===== config.mk =====
export PLATFORM = sky130hd
export DESIGN_NAME = otter_ir_pipeline
export DESIGN_NICKNAME = d
export VERILOG_FILES = /design/src/rtl/otter_ir_pipeline.sv
export SDC_FILE = /design/constraint.sdc
export NUM_CORES = 1
export LEC_CHECK = 0
export CAP_MARGIN = 20
export CORE_MARGIN = 2
export CORE_UTILIZATION = 50
export DETAILED_ROUTE_END_ITERATION = 8
export PLACE_DENSITY = 0.85
export SYNTH_ARGS = -nofsm -noshare
export SYNTH_HDL_FRONTEND = slang
export SYNTH_SLANG_ARGS = --single-unit
export TNS_END_PERCENT = 1

===== constraint.sdc =====
create_clock -name CLK -period 6.2 [get_ports CLK]
set_clock_uncertainty 0.2 [all_clocks]
set_input_delay 0.62 -clock CLK [delete_from_list [all_inputs] [get_ports CLK]]
set_output_delay 0.62 -clock CLK [all_outputs]
set_load 0.005 [all_outputs]

===== src/rtl/otter_ir_pipeline.sv =====
// -----------------------------------------------------------------------------
// otter_ir_pipeline
//
// Instruction/PC register chain for the pipelined OTTER RV32I core. Each
// fetched instruction is carried through the DEC, EXE, MEM and WB stage
// registers. The chain detects load-use hazards (DEC holds, a bubble enters
// EXE), squashes the DEC slot on a taken control transfer, freezes entirely
// while data memory is busy, and counts the cycles in which fetch is held.
//
// Parameters
//   NOP_INSTR  bubble encoding (addi x0,x0,0)
//   CNT_W      width of the saturating stall counter
//
// Ports
//   CLK, RST_N                rising-edge clock, async active-low reset
//   IF_IR, IF_PC, IF_VALID    fetched instruction, its PC, and its valid flag
//   CLEAR                     squash the instruction entering DEC
//   MEM_STALL                 freeze every stage register
//   {DEC,EXE,MEM,WB}_IR/PC    stage instruction and PC registers
//   {DEC,EXE,MEM,WB}_VALID    stage holds a real instruction
//   PC_HOLD                   combinational: fetch must not advance this cycle
//   HAZARD                    combinational: load-use stall active
//   STALL_CNT                 saturating count of cycles with PC_HOLD=1
// -----------------------------------------------------------------------------
module otter_ir_pipeline #(
    parameter logic [31:0] NOP_INSTR = 32'h0000_0013,
    parameter int unsigned CNT_W     = 16
) (
    input  logic             CLK,
    input  logic             RST_N,
    input  logic [31:0]      IF_IR,
    input  logic [31:0]      IF_PC,
    input  logic             IF_VALID,
    input  logic             CLEAR,
    input  logic             MEM_STALL,
    output logic [31:0]      DEC_IR,
    output logic [31:0]      EXE_IR,
    output logic [31:0]      MEM_IR,
    output logic [31:0]      WB_IR,
    output logic [31:0]      DEC_PC,
    output logic [31:0]      EXE_PC,
    output logic [31:0]      MEM_PC,
    output logic [31:0]      WB_PC,
    output logic             DEC_VALID,
    output logic             EXE_VALID,
    output logic             MEM_VALID,
    output logic             WB_VALID,
    output logic             PC_HOLD,
    output logic             HAZARD,
    output logic [CNT_W-1:0] STALL_CNT
);

    typedef struct packed {
        logic [31:0] ir;
        logic [31:0] pc;
        logic        valid;
    } stage_t;

    localparam stage_t BUBBLE = '{ir: NOP_INSTR, pc: 32'h0, valid: 1'b0};

    localparam logic [6:0] OP_LOAD   = 7'b0000011;
    localparam logic [6:0] OP_LUI    = 7'b0110111;
    localparam logic [6:0] OP_AUIPC  = 7'b0010111;
    localparam logic [6:0] OP_JAL    = 7'b1101111;
    localparam logic [6:0] OP_BRANCH = 7'b1100011;
    localparam logic [6:0] OP_STORE  = 7'b0100011;
    localparam logic [6:0] OP_OP     = 7'b0110011;

    stage_t dec_q, exe_q, mem_q, wb_q;
    stage_t dec_d, exe_d, mem_d, wb_d;
    logic [CNT_W-1:0] cnt_q, cnt_d;

    // ---------------------------------------------------------------- hazard
    logic [6:0] dec_op;
    logic [4:0] exe_rd;
    logic       exe_is_load;
    logic       rs1_used;
    logic       rs2_used;

    assign dec_op      = dec_q.ir[6:0];
    assign exe_rd      = exe_q.ir[11:7];
    // A load into x0 produces nothing to wait for, so it never stalls.
    assign exe_is_load = exe_q.valid && (exe_q.ir[6:0] == OP_LOAD) && (exe_rd != 5'd0);
    assign rs1_used    = !((dec_op == OP_LUI) || (dec_op == OP_AUIPC) || (dec_op == OP_JAL));
    assign rs2_used    = (dec_op == OP_BRANCH) || (dec_op == OP_STORE) || (dec_op == OP_OP);

    assign HAZARD  = exe_is_load && dec_q.valid &&
                     ((rs1_used && (dec_q.ir[19:15] == exe_rd)) ||
                      (rs2_used && (dec_q.ir[24:20] == exe_rd)));
    assign PC_HOLD = MEM_STALL | HAZARD;

    // ------------------------------------------------------------ next state
    // NOTE: every signal driven here gets a value before any branch, so no
    // path leaves it unassigned and no latch is inferred.
    always_comb begin
        dec_d = dec_q;
        exe_d = exe_q;
        mem_d = mem_q;
        wb_d  = wb_q;

        if (MEM_STALL) begin
            // Global freeze: CLEAR and HAZARD have no effect.
        end else if (HAZARD) begin
            // DEC waits for the load; CLEAR is ignored because the branch
            // decision in DEC depends on the pending load value.
            exe_d = BUBBLE;
            mem_d = exe_q;
            wb_d  = mem_q;
        end else begin
            wb_d  = mem_q;
            mem_d = exe_q;
            exe_d = dec_q;
            if (CLEAR || !IF_VALID) begin
                dec_d = BUBBLE;
            end else begin
                dec_d = '{ir: IF_IR, pc: IF_PC, valid: 1'b1};
            end
        end

        cnt_d = cnt_q;
        if (PC_HOLD && (cnt_q != {CNT_W{1'b1}})) begin
            cnt_d = cnt_q + CNT_W'(1);
        end
    end

    // ------------------------------------------------------------- registers
    // NOTE: state is updated with non-blocking assignments so every register
    // samples the pre-edge values of the others, giving a true shift chain.
    always_ff @(posedge CLK or negedge RST_N) begin
        if (!RST_N) begin
            dec_q <= BUBBLE;
            exe_q <= BUBBLE;
            mem_q <= BUBBLE;
            wb_q  <= BUBBLE;
            cnt_q <= '0;
        end else begin
            dec_q <= dec_d;
            exe_q <= exe_d;
            mem_q <= mem_d;
            wb_q  <= wb_d;
            cnt_q <= cnt_d;
        end
    end

    // --------------------------------------------------------------- outputs
    assign DEC_IR    = dec_q.ir;
    assign DEC_PC    = dec_q.pc;
    assign DEC_VALID = dec_q.valid;
    assign EXE_IR    = exe_q.ir;
    assign EXE_PC    = exe_q.pc;
    assign EXE_VALID = exe_q.valid;
    assign MEM_IR    = mem_q.ir;
    assign MEM_PC    = mem_q.pc;
    assign MEM_VALID = mem_q.valid;
    assign WB_IR     = wb_q.ir;
    assign WB_PC     = wb_q.pc;
    assign WB_VALID  = wb_q.valid;
    assign STALL_CNT = cnt_q;

endmodule


==> flow_summary.toml, run 1 <==
[detailed_routing]
via_count = 8262
met1_length_um = 12100
routed_wl_um = 29700
drt_iter0_drc = 493
drt_pass1_iterations = 5
route.detailed.drc = 0
vias_per_cell = 5.25
antenna_left = 0
top_layer = "met4"
routed-wl-met2_um = 14700
wl_met3_um = 1360
wl_per_cell_um = 18.8

[cells_and_area]
syn2layout_area_growth_pct = 40.9
finalInstanceArea_mm2 = 0.0155
antenna_cells = 0
drive_gt1_share_pct = 15.9
final_cells = 1574
nNetsFinal = 1342
layout_commonest_cell = "clkdlybuf4s50_1"
final_cell_mix = "clkdlybuf4s50_1, dfrtp_1, nand2_1, mux2_2, o21ai_0"

[grt]
grt_pass1_wl_um = 47500
first_global_vias = 8378
grt_use_total_pct = 25.3
grt_antenna_before_repair = 0
grt.overflow.total = 0
grt_max_degree = 140

[hold_path]
hold_class = "in -> async"

[yosys]
netlist_area_mm2 = 0.0110
synth_edf_count = 0
avgSynthCellArea_um2 = 11.6
yosysSeqAreaShare_pct = 62.8
syn_inst = 950
synth_flop_cell = "dfrtp_1"
synth-seq-cells = 276
ys.warnings.count = 0
async_flop_share_pct = 100
yosys.cell_types.count = 42
postSynthNetCount = 1020

[timing]
slew_headroom_pct = 30.8
worst_pin_slew_ns = 1.04
final_max_slew_viol_count = 0
fin_hold_ws_ns = -0.0189
fin_crit_ns = 4.26
grt_setup_unrepaired = "false"
setup_slack_ns = 1.94
setup_viol = 0
finalHoldViolCount = 6
fmax_mhz = 235
tns_ns = 0
min_period_over_period_pct = 68.7

[power]
cellPowerDensity_mw_per_mm2 = 290
p_leak_uw = 0.00680
vdd_drop_max_mv = 0.221

[die]
ios = 347
design.die.area_mm2 = 0.0232
start_util_pct = 50.8
die_y_um = 152
num_rows = 54
dieWidth_um = 152
core_mm2 = 0.0217

[worst_setup_path]
critPathLaunchType = "flip-flop"
required_ns = 5.38
critPathArrivalTime_ns = 3.44
cp-end-kind = "output pin"
crit_type = "reg -> out"
crit_path_max_fanout = 85

[clock_tree]
cts.repair.resized = 0
tritoncts = "done"
clk_transition_reported_paths_ns = 0.06
numCtsBuffers = 29
clockBufferDepth = 3
clock_latency_ns = 0.53
hold_buffers = 0
h-tree-depth = 1
clock_sinks = 276
postCtsSetupBuffers = 0
root_buffer = "clkbuf_16"

[place]
gp_congestion = 0.803
dpl.hpwl_um = 20700
io_buffers = 346
dp_slack_ns = 2.49
post-place-cells = 1521
dpl_cell_area_mm2 = 0.0146

[status]
violations = "hold timing"
status = "complete, but fails checks"

[flow_run]
maxCapViolations = 0
==> metrics by stage <==
| step | util (%) | power (uW) |
|---|---|---|
| global placement | 67.4 | 2880 |
| CTS | 71.5 | 4540 |
| global route | 71.5 | 4690 |
| finish | 71.5 | 4500 |
| detailed placement | 67.4 | 2910 |
| floorplan | - | 2390 |
==> routing by layer <==
layer	global-route usage (%)	up-vias
met5	0	-
met4	11.3	0
met3	4.12	78
met2	42.4	270
met1	32.7	4079
li1	-	3835
==> cell usage after synthesis (3+ instances only) <==
cell      number  area share (%)
buf_2          8            0.36
xor2_1         9            0.72
and2_1         3            0.17
nand2_1      260             8.9
xnor2_1       10            0.80
o21ai_1       54             2.5
nand4_1        6            0.34
clkbuf_1      46             1.6
nor3b_2        3            0.34
nand3_1        9            0.41
buf_6          7            0.72
dfstp_2       12             2.9
dfrtp_1      264              60
mux2_2       133              14
o21ai_0       78             3.5
nor2b_1        4            0.23
nor2_1        10            0.34
==> layout make-up <==
type / count / area (um2)
inverters: 2 / 7.51
well taps: 280 / 350
repair buffers: 352 / 3530
multi-input cells: 611 / 3820
fillers: 1558 / 6170
flip-flops and latches: 276 / 6920
clock inverters: 5 / 32.5
clock buffers: 48 / 857
==> where the power goes <==
part           total (uW)  switching [uW]  internal [uW]  leakage [uW]
clock network        1630             690            938      0.000436
registers            2130             152           1980       0.00368
logic                 741             282            459       0.00269
total                4500            1120           3380       0.00680
==> final timing paths <==
check	startpoint	endpoint	slack (ns)	cells past startpoint
max	EXE_IR[1]$_DFFE_PN1N_	PC_HOLD	1.94	5
min	RST_N	WB_IR[25]$_DFFE_PN0N_	-0.02	1
max reg2reg	EXE_IR[1]$_DFFE_PN1N_	DEC_IR[31]$_DFFE_PN0P_	2.78	6
min reg2reg	DEC_IR[1]$_DFFE_PN1P_	DEC_IR[1]$_DFFE_PN1P_	0.29	2
max in group asynchronous	RST_N	STALL_CNT[13]$_DFFE_PN0P_	4.47	2
min in group CLK	DEC_IR[1]$_DFFE_PN1P_	DEC_IR[1]$_DFFE_PN1P_	0.29	2
==> logic make-up (layout without fill, tap and decap cells) <==
family / Yosys count / count (layout) / synth area share, %
mux: 135 / 135 / 13.9
flops: 276 / 276 / 62.8
buf+inv: 63 / 407 / 2.72
xor+xnor: 19 / 19 / 1.51
fa+ha+maj: 1 / 1 / 0.114
compound gates: 144 / 144 / 7.10
simple gates: 312 / 312 / 11.8
==> flip-flops by register name (all words and copies together), names as in the netlist <==
signal	flops
WB_PC	32
MEM_PC	32
DEC_VALID	1
WB_VALID	1
EXE_VALID	1
WB_IR	32
EXE_IR	32
MEM_VALID	1
DEC_PC	32
MEM_IR	32
DEC_IR	32
STALL_CNT	16
EXE_PC	32
==> worst max-delay path, cell delays in order (launching register included) <==
cell	delay (ns)
dfstp_2	0.56
nand4bb_1	0.14
or4_1	0.53
nor4_1	0.34
a211o_4	0.66
clkdlybuf4s50_1	0.64
(Power assumes the default switching activity.)
==> run 2, diff against run 1 <==
Settings changed: CORE_UTILIZATION 50 to 42, PLACE_DENSITY 0.85 to 0.76.
Clock period 6.2 ns to 3.5 ns, I/O delays scaled along.
==> flow_summary.toml, run 2 (synthesis gave the netlist of run 1 again) <==
[status]
status = "complete, no violations"

[timing]
fmax_mhz = 298
setup_viol = 0
final_max_slew_viol_count = 0
tns_ns = 0
finalHoldViolCount = 0
fin_hold_ws_ns = 0.142
worst_pin_slew_ns = 0.737
fin_crit_ns = 3.36
grt_setup_unrepaired = "false"
min_period_over_period_pct = 95.9
slew_headroom_pct = 50.9

[detailed_routing]
drt_pass1_iterations = 4
routed_wl_um = 29300
route.detailed.drc = 0
drt_iter0_drc = 574
wl_per_cell_um = 17.9
antenna_left = 0
via_count = 8142
vias_per_cell = 4.97

[die]
dieWidth_um = 166
design.die.area_mm2 = 0.0275
num_rows = 59
ios = 347
core_mm2 = 0.0259
die_y_um = 166
start_util_pct = 42.5

[clock_tree]
tritoncts = "done"
clock_sinks = 276
clock_latency_ns = 0.54
clk_transition_reported_paths_ns = 0.06
clockBufferDepth = 3
root_buffer = "clkbuf_16"
numCtsBuffers = 29
h-tree-depth = 1

[flow_run]
maxCapViolations = 0

[worst_setup_path]
cp_slowest_cell = "or4_1"
critPathLaunchType = "flip-flop"
reg2reg_from = "EXE_IR[1]$_DFFE_PN1N_"
cp-end-kind = "output pin"
r2r-end = "STALL_CNT[14]$_DFFE_PN0P_"
crit_path_max_fanout = 4
ff2ff_path_depth = 8
crit_type = "reg -> out"
cp_cell_sequence = "nand4bb_1 -> or4_1 -> nor4_4 -> a211o_4 -> clkdlybuf4s50_1"
slowest_delay_ns = 0.59
cp_num_buf_inv = 1
critPathArrivalTime_ns = 2.81
required_ns = 2.95
critical_path.top_delay_family = "simple AND/OR/NAND/NOR gates"
r2r_slack_ns = 0.51

[cells_and_area]
drive_gt1_share_pct = 16.9
layout_commonest_cell = "clkdlybuf4s50_1"
antenna_cells = 0
fillers = 2088
nNetsFinal = 1354
final_cell_mix = "clkdlybuf4s50_1, dfrtp_1, nand2_1, mux2_2, o21ai_0"
syn2layout_area_growth_pct = 43.5

[hold_path]
hold_class = "in -> reg"
hold_depth = 3
min_to = "DEC_IR[21]$_DFFE_PN0P_"
min_from = "IF_IR[21]"

[grt]
grt_use_total_pct = 21.1
first_global_vias = 8280
grt_pass1_wl_um = 47100
grt_antenna_before_repair = 1
grt.overflow.total = 0
grt_max_degree = 155

[power]
total_power_uw = 8100
p_leak_uw = 0.00690
vdd_drop_max_mv = 0.423
cellPowerDensity_mw_per_mm2 = 513

[place]
dpl.hpwl_um = 20300
gp_congestion = 0.792
io_buffers = 346
## run 2: cell types whose count changed in the layout (fill, tap and decap cells not counted)
cell           change
nor4_1             -1
clkinv_4           -1
clkbuf_1           -4
buf_4              +5
bufinv_16          +1
nor2_2             +1
nor2_1             -1
clkbuf_8           +4
dlygate4sd3_1      +2
buf_12             +4
nor4_4             +1
clkinv_2           -2
a211o_2            +1
## run 2: where the power goes
| group | internal, uW | switching (uW) | leakage (uW) | total (uW) |
|---|---|---|---|---|
| sequential | 3510 | 262 | 0.00368 | 3770 |
| combinational | 825 | 490 | 0.00276 | 1310 |
| clock | 1800 | 1220 | 0.000462 | 3020 |
| total | 6130 | 1970 | 0.00690 | 8100 |
## run 2: through the flow
stage | util (%) | setup WS, ns | cells | instance area (um2)
6_report | 61.0 | 0.144 | 1639 | 15800
5_1_grt | 61.0 | 0.0355 | 1639 | 15800
4_1_cts | 61.0 | 0.0826 | 1639 | 15800
3_5_place_dp | 57.1 | 0.525 | 1584 | 14800
3_3_place_gp | 57.1 | 0.533 | 1584 | 14800
2_1_floorplan | - | 1.05 | 950 | 11000
## run 2: repair_timing
item	4_1_cts	5_1_grt
hold buffers	2	0
endpoints found under the hold margin	93	0
endpoints found under the setup margin	1	0
buffers inserted	1	0
resized for setup	3	0
## run 2: routing by layer
metal | part of all wire, % | global-route usage [%] | vias up | routed length, um
met5 | 0 | 0 | - | 0
met4 | 4.0 | 8.20 | 0 | 1160
met3 | 5.7 | 4.27 | 64 | 1680
met2 | 47 | 34.2 | 263 | 13800
met1 | 43 | 28.1 | 3940 | 12700
li1 | - | - | 3875 | -
## run 2: layout make-up
cell class | count | area, um2 | share of cell area, %
Inverter | 2 | 7.51 | 0.0475
Multi-Input combinational cell | 612 | 3850 | 24.3
Tap cell | 335 | 419 | 2.65
Clock buffer | 48 | 897 | 5.68
Timing Repair Buffer | 363 | 3670 | 23.2
Sequential cell | 276 | 6920 | 43.8
Clock inverter | 3 | 43.8 | 0.277
## run 2: worst max-delay path by stage
stage / slack [ns] / depth (start not counted) / from / to
2_1_floorplan: 1.05 / 8 / EXE_IR[8]$_DFFE_PN0N_ / STALL_CNT[6]$_DFFE_PN0P_
5_1_grt: 0.04 / 5 / EXE_IR[0]$_DFFE_PN1N_ / PC_HOLD
3_3_place_gp: 0.53 / 5 / EXE_IR[1]$_DFFE_PN1N_ / PC_HOLD
6_report: 0.14 / 5 / EXE_IR[1]$_DFFE_PN1N_ / PC_HOLD
4_1_cts: 0.08 / 5 / EXE_IR[1]$_DFFE_PN1N_ / PC_HOLD
3_5_place_dp: 0.52 / 5 / EXE_IR[1]$_DFFE_PN1N_ / PC_HOLD
## run 2: worst register-to-register path, cell delays in order, from the launching register on
cell and delay (ns):
dfstp_2 0.55, nand4bb_1 0.13, or4_1 0.59, nor4_4 0.32, a211o_4 0.18, buf_4 0.21, buf_4 0.27, nand4_1 0.14
mux2_2 0.28
==> run 3, diff against run 2 <==
Settings changed: CTS_CLUSTER_SIZE from default to 8.
==> flow_summary.toml, run 3 (synthesis gave the netlist of run 1 again) <==
[clock_tree]
tritoncts = "done"
clk_transition_reported_paths_ns = 0.04
numCtsBuffers = 40
clock_sinks = 276
h-tree-depth = 2
root_buffer = "clkbuf_16"
clock_latency_ns = 0.51
clockBufferDepth = 3

[worst_setup_path]
slowest_delay_ns = 0.60
r2r_slack_ns = 0.46
reg2reg_from = "EXE_IR[0]$_DFFE_PN1N_"
ff2ff_path_depth = 8
crit_type = "reg -> out"
critPathArrivalTime_ns = 2.81
cp_slowest_cell = "or4_1"
cp-end-kind = "output pin"
cp_cell_sequence = "nand4bb_1 -> or4_1 -> nor4_4 -> a211o_4 -> clkdlybuf4s50_1"
required_ns = 2.95
r2r-end = "STALL_CNT[14]$_DFFE_PN0P_"
crit_path_max_fanout = 4
critPathLaunchType = "flip-flop"

[cells_and_area]
finalInstanceArea_mm2 = 0.0160
final_cells = 1647
layout_commonest_cell = "clkdlybuf4s50_1"
seq_area_mm2 = 0.00692
drive_gt1_share_pct = 16.9
nNetsFinal = 1364
fillers = 2046
antenna_cells = 0
syn2layout_area_growth_pct = 45.1
multi_input_area_mm2 = 0.00385
final_cell_mix = "clkdlybuf4s50_1, dfrtp_1, nand2_1, mux2_2, o21ai_0"

[die]
start_util_pct = 42.5
num_rows = 59
design.die.area_mm2 = 0.0275
core_mm2 = 0.0259
die_y_um = 166
dieWidth_um = 166
ios = 347

[timing]
fin_crit_ns = 3.36
final_max_slew_viol_count = 0
min_period_over_period_pct = 96.1
grt_setup_unrepaired = "false"
tns_ns = 0
slew_headroom_pct = 51.1
finalHoldViolCount = 0
worst_pin_slew_ns = 0.734
fmax_mhz = 297
setup_slack_ns = 0.137
setup_viol = 0

[place]
gp_congestion = 0.792
post-place-cells = 1584
dp_slack_ns = 0.525
dpl.hpwl_um = 20300
dpl_cell_area_mm2 = 0.0148
io_buffers = 346

[power]
comb_power_share_pct = 15.3
vdd_drop_max_mv = 0.397
cellPowerDensity_mw_per_mm2 = 539
p_sw_share_pct = 24.2
p_clk_share_pct = 40.9
internal-power_uw = 6530
power_frac_seq_pct = 43.8
power.switching_uw = 2080
p_leak_uw = 0.00698
total_power_uw = 8610

[grt]
grt.overflow.total = 0
met3_usage_pct = 4.89
grt_util_met2_pct = 35.3
grt_use_total_pct = 21.7
grt_pass1_wl_um = 48200
grt_antenna_before_repair = 1
gr-max-usage-layer = "met2"
grt_max_degree = 155
first_global_vias = 8401
grt_util_met1_pct = 28.3

[status]
status = "complete, no violations"

[hold_path]
min_to = "EXE_IR[1]$_DFFE_PN1N_"
hold_class = "in -> reg"
hold_depth = 3
min_from = "MEM_STALL"

[detailed_routing]
route.detailed.drc = 0
drt_pass1_iterations = 5
vias_per_cell = 4.99
wl_per_cell_um = 18.2
via_count = 8220
drt_iter0_drc = 514
routed_wl_um = 29900
antenna_left = 0

[flow_run]
maxCapViolations = 0
[run 3: critical path, delay by kind of cell (launching register included)]
kind,cells,cell delay (ns)
DFF,1,0.55
AOI/OAI and AO/OA,1,0.18
and+or+nand+nor,3,1.08
buffers and inverters,1,0.50
[run 3: area by class of cell]
| class | count | share of cell area [%] |
|---|---|---|
| Sequential cell | 276 | 43.3 |
| Multi-Input combinational cell | 612 | 24.1 |
| Timing Repair Buffer | 362 | 22.9 |
| Clock buffer | 57 | 6.79 |
| Tap cell | 335 | 2.62 |
| Clock inverter | 3 | 0.297 |
| Inverter | 2 | 0.0470 |
[run 3: per-layer routing]
metal / part of all wire (%) / wire [um] / vias to the layer above
met3: 5.4 / 1610 / 73
li1: - / - / 3903
met2: 48 / 14400 / 261
met5: 0 / 0 / -
met4: 4.2 / 1250 / 0
met1: 42 / 12700 / 3983
[run 3: how the worst max path moves through the flow]
| stage | start | to | slack (ns) |
|---|---|---|---|
| 2_1_floorplan | EXE_IR[8]$_DFFE_PN0N_ | STALL_CNT[6]$_DFFE_PN0P_ | 1.05 |
| 3_3_place_gp | EXE_IR[1]$_DFFE_PN1N_ | PC_HOLD | 0.53 |
| 3_5_place_dp | EXE_IR[1]$_DFFE_PN1N_ | PC_HOLD | 0.52 |
| 4_1_cts | EXE_IR[1]$_DFFE_PN1N_ | PC_HOLD | 0.12 |
| 5_1_grt | EXE_IR[1]$_DFFE_PN1N_ | PC_HOLD | 0.07 |
| 6_report | EXE_IR[0]$_DFFE_PN1N_ | PC_HOLD | 0.14 |
[run 3: power groups by stage]
stage               clock network, uW  logic, uW  registers (uW)
global route                     3750       1420            3820
floorplan                           0        435            3790
finish                           3520       1320            3780
detailed placement                  0       1320            3820
global placement                    0       1300            3810
CTS                              3600       1340            3780
[run 3: timing repair]
action,in CTS,in global routing
endpoints found under the hold margin,90,0
resized for setup,3,0
endpoints found under the setup margin,1,0
buffers inserted,1,0
hold buffers,1,0
[run 3: metrics by stage]
stage                     util, %  hold slack, ns
after floorplan                 -          -0.146
after global placement       57.1           0.243
after detailed placement     57.1           0.249
after CTS                    61.7          0.0143
after global routing         61.7          0.0486
final                        61.7          0.0392
==> RTL change 1 (flow settings as in run 3) <==
The parameter `CNT_W` goes from 16 to 14.
--- a/src/rtl/otter_ir_pipeline.sv
+++ b/src/rtl/otter_ir_pipeline.sv
@@ -24,7 +24,7 @@
 // -----------------------------------------------------------------------------
 module otter_ir_pipeline #(
     parameter logic [31:0] NOP_INSTR = 32'h0000_0013,
-    parameter int unsigned CNT_W     = 16
+    parameter int unsigned CNT_W     = 14
 ) (
     input  logic             CLK,
     input  logic             RST_N,
Ports: changed (resized STALL_CNT); port bits go from 347 to 345. No check against the original RTL was run, so the function may have changed too.
==> RTL change 1 against run 3 <==
- register-to-register slack better by 20 ps
- largest cell class unchanged
- power down 0.62%
- critical path type unchanged
- via count down 1.6%
- worst hold slack better by 60 ps
- largest power group unchanged
- sequential cell count down 2
- setup slack worse by 32 ps
- utilization up 0.63 points
- area after synthesis down 1.3%
- cell area down 1.3%
- wire length down 1.7%
- synthesized cell count down 1.1%
- maximum frequency down 0.95%
==> RTL change 1: results (changes against run 3) <==
Yosys
  • Compound-cell area share of the yosys netlist: 6.760% (-0.34 points)
  • Cells after synthesis: 940 (-1.1%)
  • Synth Register Bits: 274 (-0.72%)
  • XOR/XNOR Fraction of Synth Area: 1.532% (+0.021 points)
  • Post-synthesis adder-cell area fraction: 0.1152% (+0.0015 points)
  • Sequential share of the synthesized area: 63.24% (+0.39 points)
  • Mux contribution to synthesized area: 13.78% (-0.088 points)
  • Synth unique cells: 38 (-9.5%)
  • Synthesized Nets: 1010 (-0.98%)
  • Ranking of synthesized cells by area: dfrtp_1 (60%), mux2_2 (14%), nand2_1 (9.1%), o21ai_0 (5.8%), dfstp_2 (2.9%)
  • Commonest cells in the netlist: nand2_1 (264), dfrtp_1 (262), mux2_2 (133)
  • Share of flip-flops with an asynchronous set or reset: 100.0% (unchanged)

GRT
  • GRT Util Overall: 21.56% (-0.17 points)
  • Vias in the first global route: 8066 (-4.0%)
  • Initial antenna violation count: 0 (-1)
  • Largest net degree at the start of global routing: 141 (-9.0%)
  • First-pass GRT wire length: 45640 um (-5.2%)

Finish
  • Clock tree cell share of total cell area: 7.340% (+0.25 points)
  • Fin nets: 1352 (-0.88%)
  • Nonclk buf count: 359 (-0.83%)
  • Non-clock inverters: 6 (+4)
  • Share of cells above drive strength 1: 16.45% (-0.47 points)
  • Multi-input gate share of total cell area: 23.45% (-0.61 points)
  • Layout clock buffers: 69 (+21%)
  • Final Cell Area: 15780 um^2 (-1.3%)
  • Register area: 6872 um^2 (-0.72%)
  • Non-clk buf share: 22.92% (+0.038 points)
  • Multi-In Gates: 601 (-1.8%)
  • Fill cell count: 1996 (-2.4%)

Floorplanning
  • Rows: 58 (-1.7%)

Placed design
  • Input/output buffers: 344 (-0.58%)
  • Post-DP Area: 14620 um^2 (-1.3%)
  • DP Wirelength: 20480 um (+0.76%)
  • Worst slack, placed: 501.3 ps (-23.26 ps)

Detailed routing
  • Iteration-0 DRC count of the detailed router: 479 (-6.8%)
  • Routed len/inst: 17.92 um (-1.4%)
  • Final wirelength: 29440 um (-1.7%)
  • Drt via density: 4.921 (-1.4%)
  • DRT Pass-1 Iters: 4 (-1)

Timing
  • Crit share post-route: 97.00% (+0.93 points)
  • Hold_ws: 99.70 ps (+60.48 ps)

Pwr
  • Cell-internal power: 0.006483 W (-0.76%)
  • Flop pwr share: 43.8% (about the same)
  • Max IR drop VDD: 399.3 uV (+0.68%)

Clocking
  • TritonCTS Buffers: 40 (unchanged)
  • Post-CTS sizing: 0 (-3)

Setup path
  • Crit-path slowest cell: clkdlybuf4s50_1
  • Slowest stage delay, CP: 570 ps (-30 ps)
  • CP max FO: 23 (+19)
  • Flop2flop setup slack: 480 ps (+20 ps)
  • CP arrival: 2850 ps (+40 ps)

Status
  • Status: completed

Worst hold path
  • Worst Hold Class: input port to flop
-- RTL change 1: changes by cell type after synthesis, sizes merged, moves of 3 or more --
cell / change
buf: -4
inv: +4
nand2: +4
xnor2: +4
xor2: -4
nor2b: -3
-- RTL change 1: path summary, 6_finish.rpt --
check | startpoint | end | cells after the start
setup / recovery | EXE_IR[0] | PC_HOLD | 5
hold / removal | MEM_STALL | EXE_IR[1] | 3
setup reg to reg | EXE_IR[0] | DEC_IR[27] | 6
hold reg to reg | EXE_IR[0] | EXE_IR[0] | 2
max in group asynchronous | RST_N | MEM_PC[15] | 3
min in group asynchronous | RST_N | DEC_IR[17] | 2
-- RTL change 1: metal layers --
metal	vias up	wire length (um)	track usage, %
li1	3853	-	-
met1	3905	12120	27.70
met2	271	14350	35.37
met3	57	2018	5.625
met4	0	952	7.787
met5	-	0	0
-- RTL change 1: what timing repair did --
action | in CTS | in global routing
setup buffers | 0 | 0
hold buffers | 1 | 0
setup endpoints to repair | 0 | 1
endpoints found under the hold margin | 84 | 0
==> RTL change 2 (config.mk and constraints of run 3) <==
Made on the original files. Reset style: synchronous (`RST_N`), changed in one clocked block. Comments in the files are not updated.
--- a/src/rtl/otter_ir_pipeline.sv
+++ b/src/rtl/otter_ir_pipeline.sv
@@ -126,7 +126,7 @@
     // ------------------------------------------------------------- registers
     // NOTE: state is updated with non-blocking assignments so every register
     // samples the pre-edge values of the others, giving a true shift chain.
-    always_ff @(posedge CLK or negedge RST_N) begin
+    always_ff @(posedge CLK) begin
         if (!RST_N) begin
             dec_q <= BUBBLE;
             exe_q <= BUBBLE;
Formal check against the unedited RTL: differs if RST_N is asserted again (counterexample within 4 cycles, from zero or initial values and one cycle with RST_N low); with RST_N held inactive, the same outputs for 4 cycles.
==> RTL change 2 against run 3 <==
- cell area decreased by 7.6%
- global-route usage increased by 0.96 points
- setup slack improved by 90 ps
- wire length about the same
- area after synthesis decreased by 8.4%
- sequential cell count unchanged
- final cell count increased by 3.4%
Power is not compared: it rests on default switching activity, and its combinational part moved more than twofold at a synthesized area within 25%.
==> RTL change 2: results (changes against run 3) <==
Yosys
  • Commonest cells in the netlist: dfxtp_1 (276), nor2_1 (194), mux2i_1 (132)
  • Compound-cell area share of the yosys netlist: 10.07% (+3.0 points)
  • Sequential share of the synthesized area: 54.76% (-8.1 points)
  • Synth unique cells: 45 (+7.1%)
  • Mux contribution to synthesized area: 13.09% (-0.78 points)
  • Avg Cell Area, Syn: 9.493 um^2 (-18%)
  • Post-synthesis adder-cell area fraction: 0.1240% (+0.010 points)
  • Share of flip-flops with an asynchronous set or reset: 0% (-100 points)
  • Synthesized Nets: 1133 (+11%)
  • Ranking of synthesized cells by area: dfxtp_1 (55%), mux2i_1 (13%), nor2_1 (7.2%), a22oi_1 (4.6%), a21oi_1 (3.6%)
  • XOR/XNOR Fraction of Synth Area: 0.8679% (-0.64 points)

GRT
  • Grt met2 use: 38.77% (+3.5 points)
  • First-pass GRT wire length: 47360 um (-1.6%)
  • GRT met3 Usage: 6.538% (+1.7 points)
  • Initial antenna violation count: 0 (-1)
  • Vias in the first global route: 8580 (+2.1%)
  • GRT Util Overall: 22.69% (+0.96 points)
  • Largest net degree at the start of global routing: 98 (-37%)
  • GR Util met1: 27.64% (-0.63 points)

Detailed routing
  • Final wirelength: 29960 um (about the same)
  • Routed via count: 8939 (+8.7%)
  • Iteration-0 DRC count of the detailed router: 645 (+25%)

Pwr
  • Cell-internal power: 0.005435 W

Setup path
  • Crit-path slowest cell: clkdlybuf4s50_1
  • CP max FO: 7 (+3)
  • CP arrival: 2720 ps (-90 ps)
  • Slowest stage delay, CP: 560 ps (-40 ps)

Finish
  • Final Non-Filler Cells: 1703 (+3.4%)
  • Share of cells above drive strength 1: 4.624% (-12 points)
  • Fill cell count: 1957 (-4.3%)
  • Fin nets: 1453 (+6.5%)

Placed design
  • Routability cong.: 0.8194 (+3.5%)
  • DP Wirelength: 20260 um (-0.33%)

Worst hold path
  • Worst Hold Class: input port to flop

Timing
  • Final-report max-slew violation count: 0 (unchanged)
  • Max_slew headroom: 43.78% (-7.3 points)

Clocking
  • Post-CTS Setup Inserts: 0 (-1)
  • Post-CTS sizing: 0 (-3)

Status
  • Status: completed
==> RTL change 2: changes by cell type after synthesis, moves of 60 or more <==
cell            run 3  this run
nand3_1             9        69
mux2i_1             0       132
mux2_2            133         0
a21oi_1             1        73
nor2_1             10       194
dfxtp_1             0       276
a22oi_1             0        62
o21ai_0            78        10
dfrtp_1           264         0
nand2_1           260        86
==> RTL change 2: worst paths after layout <==
| check | from | to | slack (ps) | depth (start not counted) |
|---|---|---|---|---|
| max | EXE_IR[7] | PC_HOLD | 230 | 6 |
| min | MEM_STALL | MEM_IR[1] | 100 | 3 |
| max reg2reg | EXE_IR[8] | DEC_PC[14] | 510 | 8 |
| min reg2reg | DEC_PC[2] | DEC_PC[2] | 260 | 2 |
==> RTL change 2: power by group through the flow <==
stage	Combinational (W)	Clock [W]	Sequential (W)
floorplan	0.000230	0	0.00327
finish	0.000433	0.00329	0.00322
global placement	0.000433	0	0.00328
detailed placement	0.000434	0	0.00328
global route	0.000466	0.00350	0.00322
CTS	0.000437	0.00336	0.00322
==> RTL change 2: cell type report <==
class,instances,area [um^2],area share (%)
Sequential cell,276,5525,37.41
Multi-Input combinational cell,700,4168,28.22
Timing Repair Buffer,361,3618,24.50
Clock buffer,42,1030,6.973
Tap cell,319,399.1,2.703
Inverter,4,22.52,0.1525
Clock inverter,1,5.005,0.03389
==> RTL change 2: kinds of logic after synthesis <==
family	Yosys count
adder cells (fa/ha/maj)	1
XOR/XNOR	10
buffers and inverters	87
flip-flops	276
AO/OA/AOI/OAI	161
multiplexers	132
AND/OR/NAND/NOR	396
==> RTL change 2: stage by stage <==
stage | hold WS [ps] | power (W) | utilization (%) | instance area, um^2 | setup WS (ps)
2_1_floorplan | 260.8 | 0.003504 | - | 10090 | 1031
3_3_place_gp | 252.7 | 0.003714 | 58.33 | 13730 | 652.7
3_5_place_dp | 259.6 | 0.003716 | 58.33 | 13730 | 601.3
4_1_cts | 93.88 | 0.007017 | 62.73 | 14770 | 203.3
5_1_grt | 117.3 | 0.007184 | 62.73 | 14770 | 73.13
6_report | 97.72 | 0.006943 | 62.73 | 14770 | 227.1
==> RTL change 2: layer usage <==
layer	wire, um	up-vias
li1	-	4296
met1	12430	4233
met5	0	-
met4	838	0
met2	14380	340
met3	2311	70
==> RTL change 2: worst reg2reg max path: cells and delay by family (launching register included) <==
| kind | cells | cell delay (ps) |
|---|---|---|
| and+or+nand+nor | 3 | 820 |
| DFF | 1 | 370 |
| AOI/OAI and AO/OA | 3 | 670 |
| buffers and inverters | 2 | 860 |
